===== config.mk =====
export PLATFORM = sky130hd
export DESIGN_NAME = mux_rr_arbiter
export DESIGN_NICKNAME = d
export VERILOG_FILES = /design/src/rtl/mux_rr_arbiter.sv
export SDC_FILE = /design/constraint.sdc
export NUM_CORES = 1
export LEC_CHECK = 0
export BUFFER_PORTS_ARGS = -buffer_cell sky130_fd_sc_hd__buf_2
export CAP_MARGIN = 20
export CORE_MARGIN = 2
export CORE_UTILIZATION = 44
export CTS_CLUSTER_DIAMETER = 150
export DETAILED_ROUTE_END_ITERATION = 6
export PLACE_DENSITY = 0.77
export SLEW_MARGIN = 30
export SYNTH_ARGS = -nofsm -noshare
export SYNTH_HDL_FRONTEND = slang
export SYNTH_SLANG_ARGS = --single-unit

===== constraint.sdc =====
create_clock -name clk -period 4.9 [get_ports clk]
set_clock_uncertainty 0.1 [all_clocks]
set_input_delay 1.225 -clock clk [delete_from_list [all_inputs] [get_ports clk]]
set_output_delay 1.225 -clock clk [all_outputs]
set_load 0.005 [all_outputs]

===== src/rtl/mux_rr_arbiter.sv =====
// N-channel registered multiplexer with valid/ready on every port.
// Winner is either the software-selected channel or the next requester in round-robin order.
module mux_rr_arbiter #(
    parameter int WIDTH    = 8,
    parameter int CHANNELS = 4,
    parameter int SEL_W    = 2
) (
    input  logic                      clk,
    input  logic                      rst_n,
    input  logic [CHANNELS*WIDTH-1:0] in_data,
    input  logic [CHANNELS-1:0]       in_valid,
    output logic [CHANNELS-1:0]       in_ready,
    input  logic                      mode,
    input  logic [SEL_W-1:0]          sel,
    output logic [WIDTH-1:0]          out_data,
    output logic [SEL_W-1:0]          out_ch,
    output logic                      out_valid,
    input  logic                      out_ready
);

    localparam int SEL_SPAN = 1 << SEL_W;

    logic [WIDTH-1:0]      out_data_r;
    logic [SEL_W-1:0]      out_ch_r;
    logic                  out_valid_r;
    logic [SEL_W-1:0]      ptr_r;

    logic                  load_en_s;
    logic                  grant_s;
    logic                  xfer_s;
    logic [SEL_W-1:0]      winner_s;
    logic [SEL_W-1:0]      ptr_next_s;
    logic [WIDTH-1:0]      win_data_s;
    logic [CHANNELS-1:0]   in_ready_s;

    logic [2*CHANNELS-1:0] rot_dbl_s;
    logic [CHANNELS-1:0]   rot_s;
    logic                  rr_found_s;
    logic [SEL_W-1:0]      rr_off_s;
    logic [SEL_W:0]        rr_sum_s;
    logic [SEL_W-1:0]      rr_idx_s;

    logic [SEL_SPAN-1:0]   valid_span_s;
    logic                  man_ok_s;
    logic                  man_grant_s;

    // No channel is accepted while reset is held, even though the output stage is empty.
    assign load_en_s = rst_n && (!out_valid_r || out_ready);

    // Rotating the request vector by ptr turns the wrap-around search into a plain priority pick.
    assign rot_dbl_s = {in_valid, in_valid} >> ptr_r;
    assign rot_s     = rot_dbl_s[CHANNELS-1:0];

    // Zero-padded copy lets an out-of-range sel index safely and read 0.
    assign valid_span_s = SEL_SPAN'(in_valid);
    assign man_ok_s     = ({1'b0, sel} < (SEL_W+1)'(CHANNELS));
    assign man_grant_s  = man_ok_s && valid_span_s[sel];

    // Lowest rotated offset with a request wins.
    always_comb begin
        rr_found_s = 1'b0;
        rr_off_s   = {SEL_W{1'b0}};
        for (int k = CHANNELS - 1; k >= 0; k--) begin
            if (rot_s[k]) begin
                rr_found_s = 1'b1;
                rr_off_s   = SEL_W'(k);
            end else begin
                rr_found_s = rr_found_s;
            end
        end
    end

    // Map the rotated offset back to an absolute channel index modulo CHANNELS.
    always_comb begin
        rr_sum_s = {1'b0, ptr_r} + {1'b0, rr_off_s};
        if (rr_sum_s >= (SEL_W+1)'(CHANNELS)) begin
            rr_idx_s = SEL_W'(rr_sum_s - (SEL_W+1)'(CHANNELS));
        end else begin
            rr_idx_s = rr_sum_s[SEL_W-1:0];
        end
    end

    // Choose between manual and round-robin arbitration.
    always_comb begin
        grant_s  = 1'b0;
        winner_s = {SEL_W{1'b0}};
        if (mode) begin
            grant_s  = rr_found_s;
            winner_s = rr_idx_s;
        end else begin
            grant_s  = man_grant_s;
            winner_s = sel;
        end
    end

    // Winner data mux and one-hot accept vector.
    always_comb begin
        win_data_s = {WIDTH{1'b0}};
        in_ready_s = {CHANNELS{1'b0}};
        for (int i = 0; i < CHANNELS; i++) begin
            if (winner_s == SEL_W'(i)) begin
                win_data_s    = in_data[i*WIDTH +: WIDTH];
                in_ready_s[i] = load_en_s && grant_s;
            end else begin
                in_ready_s[i] = 1'b0;
            end
        end
    end

    assign xfer_s     = load_en_s && grant_s;
    assign ptr_next_s = (winner_s == SEL_W'(CHANNELS - 1)) ? {SEL_W{1'b0}} : (winner_s + SEL_W'(1));

    // Output stage and round-robin pointer.
    always_ff @(posedge clk or negedge rst_n) begin
        if (!rst_n) begin
            out_data_r  <= {WIDTH{1'b0}};
            out_ch_r    <= {SEL_W{1'b0}};
            out_valid_r <= 1'b0;
            ptr_r       <= {SEL_W{1'b0}};
        end else if (xfer_s) begin
            out_data_r  <= win_data_s;
            out_ch_r    <= winner_s;
            out_valid_r <= 1'b1;
            ptr_r       <= mode ? ptr_next_s : ptr_r;
        end else if (out_valid_r && out_ready) begin
            out_valid_r <= 1'b0;
        end else begin
            out_valid_r <= out_valid_r;
        end
    end

    assign in_ready  = in_ready_s;
    assign out_data  = out_data_r;
    assign out_ch    = out_ch_r;
    assign out_valid = out_valid_r;

endmodule

Word-level counts from Yosys, hierarchy flattened
Index checks and enable logic that the tools add are counted.
{"block": "word_totals", "register_bits": 13, "inputBits": 42, "output_inout_bits": 15, "word_cells": 45}
{"block": "classes", "add_sub_neg": 3, "n_lt_le_gt_ge": 2, "n_eq_ne": 3, "shift": 1, "muxes": 24, "n_reduce_logical": 8}
{"operator": "$mux 8", "count": 4}
{"operator": "$mux 2", "count": 7}
{"operator": "$mux 1", "count": 12}
{"operator": "$shr 8x2->4", "count": 1}
{"operator": "$eq 2x2->1 const B", "count": 2}
{"operator": "$add 2x2->3", "count": 1}
{"operator": "$ge 3x3->1 const B", "count": 1}
{"operator": "$logic_and 1x1->1", "count": 3}
{"operator": "$lt 2x3->1 const B", "count": 1}
{"operator": "$add 2x1->2 const B", "count": 1}
{"operator": "$bmux 1 s2", "count": 1}
{"operator": "$eq 2x1->1 const B", "count": 1}
{"operator": "$logic_not 2->1", "count": 1}
{"operator": "$reduce_and 2->1", "count": 1}
{"operator": "$reduce_bool 2->1", "count": 1}
{"operator": "$sub 2x1->2 const B", "count": 1}
{"operator": "$logic_not 1->1", "count": 1}
{"operator": "$logic_or 1x1->1", "count": 1}

Longest topological paths before layout
Gate-level depths: netlist (run 1).
{"block": "logic_depth", "depth_word": 14, "mapped_depth": 16, "ltp_nobuf": 14}

Least setup slack after synthesis (run 1)
No wires, ideal clock.
{"block": "synth_path", "path_type": "input to output", "start": "input in_valid[2]", "end": "output in_ready[3]", "arrival_time_ns": 3.185, "required_time_ns": 3.575, "slack_ns": 0.390, "cell_stages": 12, "path_buffers": 2, "path_cell_list": "and2b_2 a21oi_1 nor2_1 a211oi_1 a21oi_1 ha_1 xnor2_1 a21oi_1 ha_1 clkbuf_1 clkbuf_1 and2_1"}
{"block": "synth_via", "elab_chain_len": 11}
{"item": "start: declaration", "line_no": "11", "rtl": "input logic [CHANNELS-1:0] in_valid,"}
{"item": "$shr 8x2->4 *", "line_no": "51", "rtl": "assign rot_dbl_s = {in_valid, in_valid} >> ptr_r;"}
{"item": "$mux 2 (3 in series)", "line_no": "64", "rtl": "if (rot_s[k]) begin"}
{"item": "$mux 2 *", "line_no": "64"}
{"item": "$add 2x2->3 *", "line_no": "75", "rtl": "rr_sum_s = {1'b0, ptr_r} + {1'b0, rr_off_s};"}
{"item": "$ge 3x3->1 / $sub 2x1->2 (equally long branches)", "line_no": "76, 77"}
{"item": "$mux 2 *", "line_no": "76", "rtl": "if (rr_sum_s >= (SEL_W+1)'(CHANNELS)) begin"}
{"item": "$mux 2 *", "line_no": "87", "rtl": "if (mode) begin"}
{"item": "named net winner_s[1]", "line_no": "31", "rtl": "logic [SEL_W-1:0] winner_s;"}
{"item": "$eq 2x2->1 *", "line_no": "101", "rtl": "if (winner_s == SEL_W'(i)) begin"}
{"item": "$mux 1 *", "line_no": "101"}
{"item": "end: declaration", "line_no": "12", "rtl": "output logic [CHANNELS-1:0] in_ready,"}
Mark *: on every way through the listed nets, which the timed path passes. The rest lies on a longest branch. The select of a mux whose other input is x is not followed.

Worst setup path after layout (run 1)
{"block": "layout_path", "start": "input in_valid[2]", "end": "output in_ready[1]"}
{"block": "layout_via", "elab_chain_len": 11}
{"item": "$shr 8x2->4 *", "line_no": "51"}
{"item": "$mux 2 (3 in series)", "line_no": "64"}
{"item": "$mux 2 *", "line_no": "64"}
{"item": "$add 2x2->3 *", "line_no": "75"}
{"item": "$ge 3x3->1 / $sub 2x1->2 (equally long branches)", "line_no": "76, 77"}
{"item": "$mux 2 *", "line_no": "76"}
{"item": "$mux 2 *", "line_no": "87"}
{"item": "named net winner_s[0]", "line_no": "31"}
{"item": "$eq 2x1->1 *", "line_no": "101"}
{"item": "$mux 1 *", "line_no": "101"}
Marks and branches as above.

==> flow_summary.ini, run 1 <==
[outcome]
outcome = completed

[critical_path]
ff2ff_path_depth = 15
crit_path_max_incr_delay_ns = 0.33
rrSetupSlack_ns = 1.55
crit_cells = 12
worstSetupPathType = in -> out
cp.arrival_ns = 3.30
worstPathCellList = buf_2, and2b_2, a21oi_1, nor2_1, a211oi_1, a21oi_1, ha_1, mux2i_1, inv_1, ha_1, and2_2, buf_2
startpoint_type = primary input
worstSetupEndpointType = primary output
critPathMaxFanout = 8
cp.required_ns = 3.58
crit_buf_inv = 3
worst_path_dominant_cell_family = adder cells
cp_slowest_cell = mux2i_1

[route]
routed_via_density = 5.225
wire_per_inst_um = 12.20
wl_um = 2488
ant_nets = 0
first_pass_iters = 4
drt_first_iter_violations = 11
vias = 1066
drc_errors = 0

[sta]
final_max_slew_viol_count = 0
period_minus_slack_ns = 4.629
relSlewSlack_pct = 58.29
fmax_mhz = 216.0
rsz0062_at_grt = false
worst_pin_slew_ns = 0.6243
hold_viol_final = 0
min_period_over_period_pct = 94.48
finalSetupTns_ns = 0
setup_violations = 0
hold_slack_ns = 0.3976
fin_ws_ns = 0.2707

[synth]
synth_xor_area_share_pct = 0.8403
yosys.cell_types.count = 35
syn_nets = 168
syn_avg_cell_area_um2 = 8.614
syn_inst = 121
synth_top_area_share_pct = 31.21
synth-compound-area-share_pct = 26.29
netlist_area_mm2 = 0.001042
yosys.area.top_type = dfrtp_1
synth-seq-cells = 13
synth_area_leaders = dfrtp_1, a21oi_1, nor2b_1
synth_mux_area_share_pct = 5.882
synth_fa_ha_area_share_pct = 6.002
seq_area_frac_synth_pct = 31.21
synth_top_family_by_area = compound AO/OA/AOI/OAI gates
synth_warnings = 0
yosys.area_share.simple_pct = 23.89

[placed_design]
dp_cells = 200
hpwlAfterDp_um = 2038
place_worst_setup_slack_ns = 0.2668
gp_congestion = 0.7657
io_buffers = 56
place_area_mm2 = 0.001326

[clock_network]
cts_setup_buffers = 0
cts_tree = done
clock_sinks = 13
insertion_delay_ns = 0.26
h-tree-depth = 1
ctsRootBufferMaster = clkbuf_4
cts_buffers = 3
clkTransAtPathRegs_ns = 0.07
cts.path.max_buffers = 2
cts_resized = 0
hold_buffers = 0

[hold_path]
min_path_cells = 1
hp-class = reg -> reg

[layout]
final_area_mm2 = 0.001353
layout_common_cells = buf_2, a21oi_1, dfrtp_1, nor2b_1, nor2_1
drive_gt1_share_pct = 40.34
area_delta_synth_final_pct = 29.77
nets = 224
finalNonFillerCells = 204
layout_commonest_cell = buf_2
fin_util_pct = 60.56
diodes = 0
fillers = 218

[die]
die_x_um = 52.67
die_area_mm2 = 0.002774
die_h_um = 52.67
coreArea_mm2 = 0.002233
start_util_pct = 46.67
std_cell_rows = 17
io_pins = 57

[global_route]
first_global_vias = 902
antenna_found_initial = 0
grt_max_degree = 28
overflow = 0
grt_use_total_pct = 19.55
grt_pass1_wl_um = 4022

[flow_run]
cap_violations = 0

[power]
ir_drop_v = 0.0002888
power_density_mw_per_mm2 = 506.0
leakage_nw = 0.6503
p_total_mw = 0.6844
==> sequential cells by signal, summed over array words and instances (netlist names) <==
register	flops
out_data	8
ptr_r	2
out_valid	1
out_ch	2
==> layer usage <==
layer	GRT usage [%]	vias to the layer above	part of all wire [%]
met4	6.410	0	0.96
li1	-	554	-
met5	0	-	0
met2	31.67	34	48
met1	27.16	476	46
met3	1.714	2	4.1
==> power by group <==
| part | total, mW | leakage [nW] | switching, mW | internal, mW |
|---|---|---|---|---|
| Clock | 0.0612 | 0.0150 | 0.0298 | 0.0314 |
| Combinational | 0.425 | 0.487 | 0.222 | 0.203 |
| Sequential | 0.199 | 0.149 | 0.0409 | 0.158 |
| Total | 0.684 | 0.650 | 0.293 | 0.392 |
==> cells in the mapped netlist <==
cell type and n:
nor3_1 8, mux4_1 1, and2_2 3, nor2_1 11, nand2_2 1, a21oi_4 1
clkbuf_1 4, buf_2 1, nor3b_1 1, nand3b_1 1, o31ai_1 1, buf_6 3
a21oi_1 23, a21o_1 1, a32o_1 1, a2111oi_0 1, inv_1 2, mux2_4 1
nor2b_1 11, o21a_1 1, o211ai_1 1, or2b_2 1, o41ai_1 1, a211oi_1 1
and2_1 1, a31oi_1 1, and2b_2 1, mux2i_1 2, xnor2_1 1, o21ai_0 2
nand2b_2 1, dfrtp_1 13, nand2_1 6, ha_1 5, a221oi_1 7
==> kinds of logic (layout without fill, tap and decap cells) <==
family                     count (synthesis)  after routing
and+or+nand+nor                           46             46
AOI/OAI and AO/OA                         42             42
DFF                                       13             13
buffers and inverters                     10             65
adders and majority gates                  5              5
muxes                                      4              4
xor gates and xnor gates                   1              1
==> final timing paths <==
path / startpoint / end
max in group asynchronous: rst_n / out_valid
worst max-delay path: in_valid[2] / in_ready[1]
worst min register to register: out_data[6] / out_data[6]
worst min-delay path: out_data[6] / out_data[6]
worst max register to register: ptr_r[1] / out_data[1]
min in group asynchronous: rst_n / out_data[5]
==> worst reg2reg max path, cell delays in order (launching register included) <==
cell,delay [ns]
dfrtp_1,0.50
nand2_1,0.09
a21oi_1,0.15
nor2_1,0.05
a211oi_1,0.20
a21oi_1,0.06
ha_1,0.30
mux2i_1,0.33
inv_1,0.12
ha_1,0.23
buf_4,0.17
nor2b_1,0.37
a221oi_1,0.15
nor3_1,0.21
a21oi_1,0.08
a21oi_1,0.16
==> final cells by class <==
cell class / instances / area (um2) / area share, %
Multi-Input combinational cell: 98 / 655.6 / 48.47
Sequential cell: 13 / 325.3 / 24.05
Timing Repair Buffer: 59 / 302.8 / 22.39
Tap cell: 28 / 35.03 / 2.590
Clock buffer: 4 / 26.28 / 1.943
Inverter: 2 / 7.507 / 0.5550
Power figures use the tool's default switching activity.
==> run 2, diff against run 1 <==
--- a/config.mk
+++ b/config.mk
@@ -7,7 +7,7 @@
 export LEC_CHECK = 0
 export BUFFER_PORTS_ARGS = -buffer_cell sky130_fd_sc_hd__buf_2
 export CAP_MARGIN = 20
-export CORE_MARGIN = 2
+export CORE_MARGIN = 10
 export CORE_UTILIZATION = 44
 export CTS_CLUSTER_DIAMETER = 150
 export DETAILED_ROUTE_END_ITERATION = 6
==> run 2 against run 1 <==
  * Hold slack improved by 0.021 ns
  * First-iteration DRC count rose to 4.5 times the previous value
  * Count of clock-buffer cells in the layout is the same
  * Global-route usage decreased by 5.7 points
  * Sequential power hardly changed
  * Flip-flop and latch count did not move
  * Highest routed layer unchanged
==> flow_summary.ini, run 2 (synthesis gave the netlist of run 1 again) <==
[global_route]
first_global_vias = 1126
grt_use_total_pct = 13.83
grt_max_degree = 28
grt_pass1_wl_um = 5078
antenna_found_initial = 0
overflow = 0

[route]
drc_errors = 0
vias = 1080
drt_first_iter_violations = 49
wl_um = 3174
routed_via_density = 5.294
ant_nets = 0
first_pass_iters = 4
wire_per_inst_um = 15.56

[critical_path]
critPathMaxFanout = 8
worstSetupPathType = in -> out
startpoint_type = primary input
worst_path_dominant_cell_family = adder cells
cp_slowest_cell = mux2i_1
cp.arrival_ns = 3.35
worstPathCellList = buf_2, and2b_2, a21oi_1, nor2_1, a211oi_1, a21oi_1, ha_1, mux2i_1, inv_1, ha_1, and2_2, buf_2
rrSetupSlack_ns = 1.54
crit_buf_inv = 3
cp.required_ns = 3.58
worstSetupEndpointType = primary output
crit_path_max_incr_delay_ns = 0.32

[clock_network]
ctsRootBufferMaster = clkbuf_4
cts_resized = 0
h-tree-depth = 1
insertion_delay_ns = 0.27
cts_tree = done
clkTransAtPathRegs_ns = 0.08
cts.path.max_buffers = 2
cts_buffers = 3
hold_buffers = 0
clock_sinks = 13
cts_setup_buffers = 0

[die]
std_cell_rows = 17
io_pins = 57
die_h_um = 68.67
coreArea_mm2 = 0.002233
start_util_pct = 46.67
die_area_mm2 = 0.004716
die_x_um = 68.67

[power]
ir_drop_v = 0.0002465
leakage_nw = 0.6503
p_clk_share_pct = 9.3
power_density_mw_per_mm2 = 516.7
p_sw_mw = 0.3065
netSwitchingFraction_pct = 43.85
p_int_mw = 0.3924
seq_power_share_pct = 28.3
combPwrFrac_pct = 62.4

[sta]
rsz0062_at_grt = false
finalSetupTns_ns = 0
setup_violations = 0
final_max_slew_viol_count = 0
min_period_over_period_pct = 95.38
relSlewSlack_pct = 58.43
period_minus_slack_ns = 4.674
fmax_mhz = 214.0
worst_pin_slew_ns = 0.6155
hold_viol_final = 0

[layout]
nets = 224
final_area_mm2 = 0.001353
area_delta_synth_final_pct = 29.77
drive_gt1_share_pct = 40.34
layout_commonest_cell = buf_2
largest_reg_flops = 8
diodes = 0
layout_common_cells = buf_2, a21oi_1, dfrtp_1, nor2b_1, nor2_1

[placed_design]
io_buffers = 56
place_area_mm2 = 0.001326
hpwlAfterDp_um = 2611
gp_congestion = 0.7412

[outcome]
outcome = completed

[flow_run]
cap_violations = 0

[hold_path]
hp-class = reg -> reg
-- run 2: cell counts in the layout (fill, tap and decap cells not counted) --
Identical to the previous run, type by type.
-- run 2: power by group through the flow --
| stage | clock, mW | combinational (mW) | sequential (mW) |
|---|---|---|---|
| after global routing | 0.0719 | 0.492 | 0.206 |
| after global placement | 0 | 0.417 | 0.195 |
| final | 0.0650 | 0.436 | 0.197 |
| after detailed placement | 0 | 0.434 | 0.198 |
| after floorplan | 0 | 0.293 | 0.191 |
| after CTS | 0.0665 | 0.438 | 0.197 |
-- run 2: path summary, 6_finish.rpt --
path,start,end,depth (start not counted)
max reg2reg,ptr_r[1],out_data[7],15
min in group asynchronous,rst_n,out_data[5],1
min reg2reg,out_data[6],out_data[6],1
max,in_valid[2],in_ready[1],12
max in group asynchronous,rst_n,out_valid,1
min,out_data[6],out_data[6],1
-- run 2: metrics by stage --
step / setup WS (ns) / hold WS, ns / cells / total power, mW / util [%]
2_1_floorplan: 0.3898 / 0.3874 / 121 / 0.4843 / -
3_3_place_gp: 0.3926 / 0.3725 / 200 / 0.6117 / 59.38
3_5_place_dp: 0.2675 / 0.3946 / 200 / 0.6321 / 59.38
4_1_cts: 0.2686 / 0.4114 / 204 / 0.7015 / 60.56
5_1_grt: 0.07731 / 0.4414 / 204 / 0.7704 / 60.56
6_report: 0.2262 / 0.4187 / 204 / 0.6989 / 60.56
-- run 2: routing by layer --
| layer | vias up | global-route usage (%) | wire length (um) |
|---|---|---|---|
| met5 | - | 0 | 0 |
| li1 | 548 | - | - |
| met3 | 6 | 3.704 | 234 |
| met1 | 475 | 16.28 | 1368 |
| met4 | 0 | 7.035 | 58 |
| met2 | 51 | 22.58 | 1513 |
-- run 2: area by class of cell --
cell class / count / area, um2
fillers: 213 / 880.8
clock buffers: 4 / 26.28
well taps: 28 / 35.03
flip-flops and latches: 13 / 325.3
inverters: 2 / 7.507
repair buffers: 59 / 302.8
multi-input cells: 98 / 655.6
-- run 2: worst reg2reg max path, stage by stage (launching register included) --
cell and delay [ns]:
dfrtp_1 0.50, nand2_1 0.11, a21oi_1 0.18, nor2_1 0.06, a21oi_1 0.13, a21oi_1 0.09
ha_1 0.30, mux2i_1 0.32, inv_1 0.14, ha_1 0.24, buf_4 0.17, nor2b_1 0.40
a221oi_1 0.16, nor3_1 0.20, a21oi_1 0.07, a21oi_1 0.14
==> run 3, diff against run 2 <==
--- a/config.mk
+++ b/config.mk
@@ -7,7 +7,6 @@
 export LEC_CHECK = 0
 export BUFFER_PORTS_ARGS = -buffer_cell sky130_fd_sc_hd__buf_2
 export CAP_MARGIN = 20
-export CORE_MARGIN = 10
 export CORE_UTILIZATION = 44
 export CTS_CLUSTER_DIAMETER = 150
 export DETAILED_ROUTE_END_ITERATION = 6
==> run 3 against run 2 <==
  * Flip-flop and latch count did not move
  * Combinational power fell by 1%
  * Fmax is 0.53% higher
  * Register-to-register slack improved by 0.03 ns
  * Worst setup slack better by 0.025 ns
  * Total power shrank 1.2%
  * Utilization is 0.75 points higher
  * Wire length decreased by 20%
  * First-iteration DRC count down 51%
  * Largest cell class unchanged
  * Non-clock buffer count stayed put
  * Die area down 46%
  * Final cell count did not move
==> flow_summary.ini, run 3 (synthesis gave the netlist of run 1 again) <==
[clock_network]
h-tree-depth = 1
insertion_delay_ns = 0.27
ctsRootBufferMaster = clkbuf_4
cts_buffers = 3
cts_tree = done
cts.path.max_buffers = 2
clkTransAtPathRegs_ns = 0.07
clock_sinks = 13

[die]
die_h_um = 50.67
coreArea_mm2 = 0.002212
die_x_um = 50.67
io_pins = 57
die_area_mm2 = 0.002567
std_cell_rows = 17
start_util_pct = 47.12

[sta]
period_minus_slack_ns = 4.649
worst_pin_slew_ns = 0.6726
fin_ws_ns = 0.2510
finalSetupTns_ns = 0
rsz0062_at_grt = false
setup_violations = 0
min_period_over_period_pct = 94.88
final_max_slew_viol_count = 0
fmax_mhz = 215.1
relSlewSlack_pct = 54.57
hold_viol_final = 0
hold_slack_ns = 0.3952

[route]
drc_errors = 0
drt_first_iter_violations = 24
ant_nets = 0
wl_um = 2532
wire_per_inst_um = 12.41
vias = 1081
first_pass_iters = 4
routed_via_density = 5.299

[layout]
fin_util_pct = 61.31
area_delta_synth_final_pct = 30.13
finalNonFillerCells = 204
final_area_mm2 = 0.001356
nets = 224
drive_gt1_share_pct = 40.91
layout_common_cells = buf_2, a21oi_1, dfrtp_1, nor2b_1, nor2_1
layout_commonest_cell = buf_2
largest_reg_flops = 8
diodes = 0

[critical_path]
cp.required_ns = 3.58
startpoint_type = primary input
reg2reg_from = ptr_r[1]
rrSetupSlack_ns = 1.57
critPathMaxFanout = 8
worstSetupEndpointType = primary output
worstSetupPathType = in -> out
r2r-end = out_data[7]
cp.arrival_ns = 3.32
ff2ff_path_depth = 15

[global_route]
grt_pass1_wl_um = 4119
antenna_found_initial = 0
grt_max_degree = 28
overflow = 0
first_global_vias = 887
grt_use_total_pct = 21.33

[power]
combPwrFrac_pct = 62.3
netSwitchingFraction_pct = 42.77
p_sw_mw = 0.2954
power_density_mw_per_mm2 = 509.2
p_int_mw = 0.3953
leakage_nw = 0.6486
p_clk_share_pct = 9.1
seq_power_share_pct = 28.5
p_total_mw = 0.6907
ir_drop_v = 0.0002654

[placed_design]
place_worst_setup_slack_ns = 0.1976
io_buffers = 56
place_area_mm2 = 0.001326
gp_congestion = 0.8675
dp_cells = 200
hpwlAfterDp_um = 2015

[hold_path]
hp-start = out_data[6]
min_path_cells = 1
min_to = out_data[6]
hp-class = reg -> reg

[outcome]
outcome = completed

[flow_run]
cap_violations = 0
[run 3: cell counts in the layout (fill, tap and decap cells not counted)]
No cell type changed its count.
[run 3: per-layer routing]
| layer | GRT usage (%) | vias up | wire (um) |
|---|---|---|---|
| met1 | 31.28 | 483 | 1206 |
| met2 | 31.56 | 40 | 1213 |
| met5 | 0 | - | 0 |
| li1 | - | 555 | - |
| met3 | 1.818 | 3 | 91 |
| met4 | 9.259 | 0 | 21 |
[run 3: critical path, cell delays in order]
cell and delay (ns):
buf_2 0.15, and2b_2 0.24, a21oi_1 0.14, nor2_1 0.07
a211oi_1 0.21, a21oi_1 0.07, ha_1 0.32, mux2i_2 0.29
inv_1 0.11, ha_1 0.23, and2_2 0.17, buf_2 0.12
[run 3: area by class of cell]
class                   instances  area, um2
flip-flops and latches         13      325.3
fillers                       220      855.8
inverters                       2      7.507
repair buffers                 59      302.8
well taps                      28      35.03
multi-input cells              98      659.4
clock buffers                   4      26.28
[run 3: power groups by stage]
stage | Clock, mW | Sequential [mW] | Combinational, mW
after global placement | 0 | 0.195 | 0.413
after floorplan | 0 | 0.191 | 0.293
final | 0.0632 | 0.197 | 0.430
after detailed placement | 0 | 0.197 | 0.422
after global routing | 0.0736 | 0.202 | 0.491
after CTS | 0.0651 | 0.196 | 0.425
[run 3: worst max-delay path by stage]
stage          slack, ns          end        start  cells after the start
2_1_floorplan       0.39  in_ready[3]  in_valid[2]                     12
3_3_place_gp        0.39  in_ready[1]  in_valid[2]                     12
3_5_place_dp        0.20  in_ready[1]  in_valid[2]                     12
4_1_cts             0.19  in_ready[1]  in_valid[2]                     12
5_1_grt             0.07  in_ready[1]  in_valid[2]                     12
6_report            0.25  in_ready[1]  in_valid[2]                     12
[run 3: what timing repair did]
| item | CTS | global route |
|---|---|---|
| hold buffers | 0 | 0 |
| setup buffers | 0 | 0 |
| resized for setup | 0 | 1 |
| setup endpoints to repair | 0 | 2 |
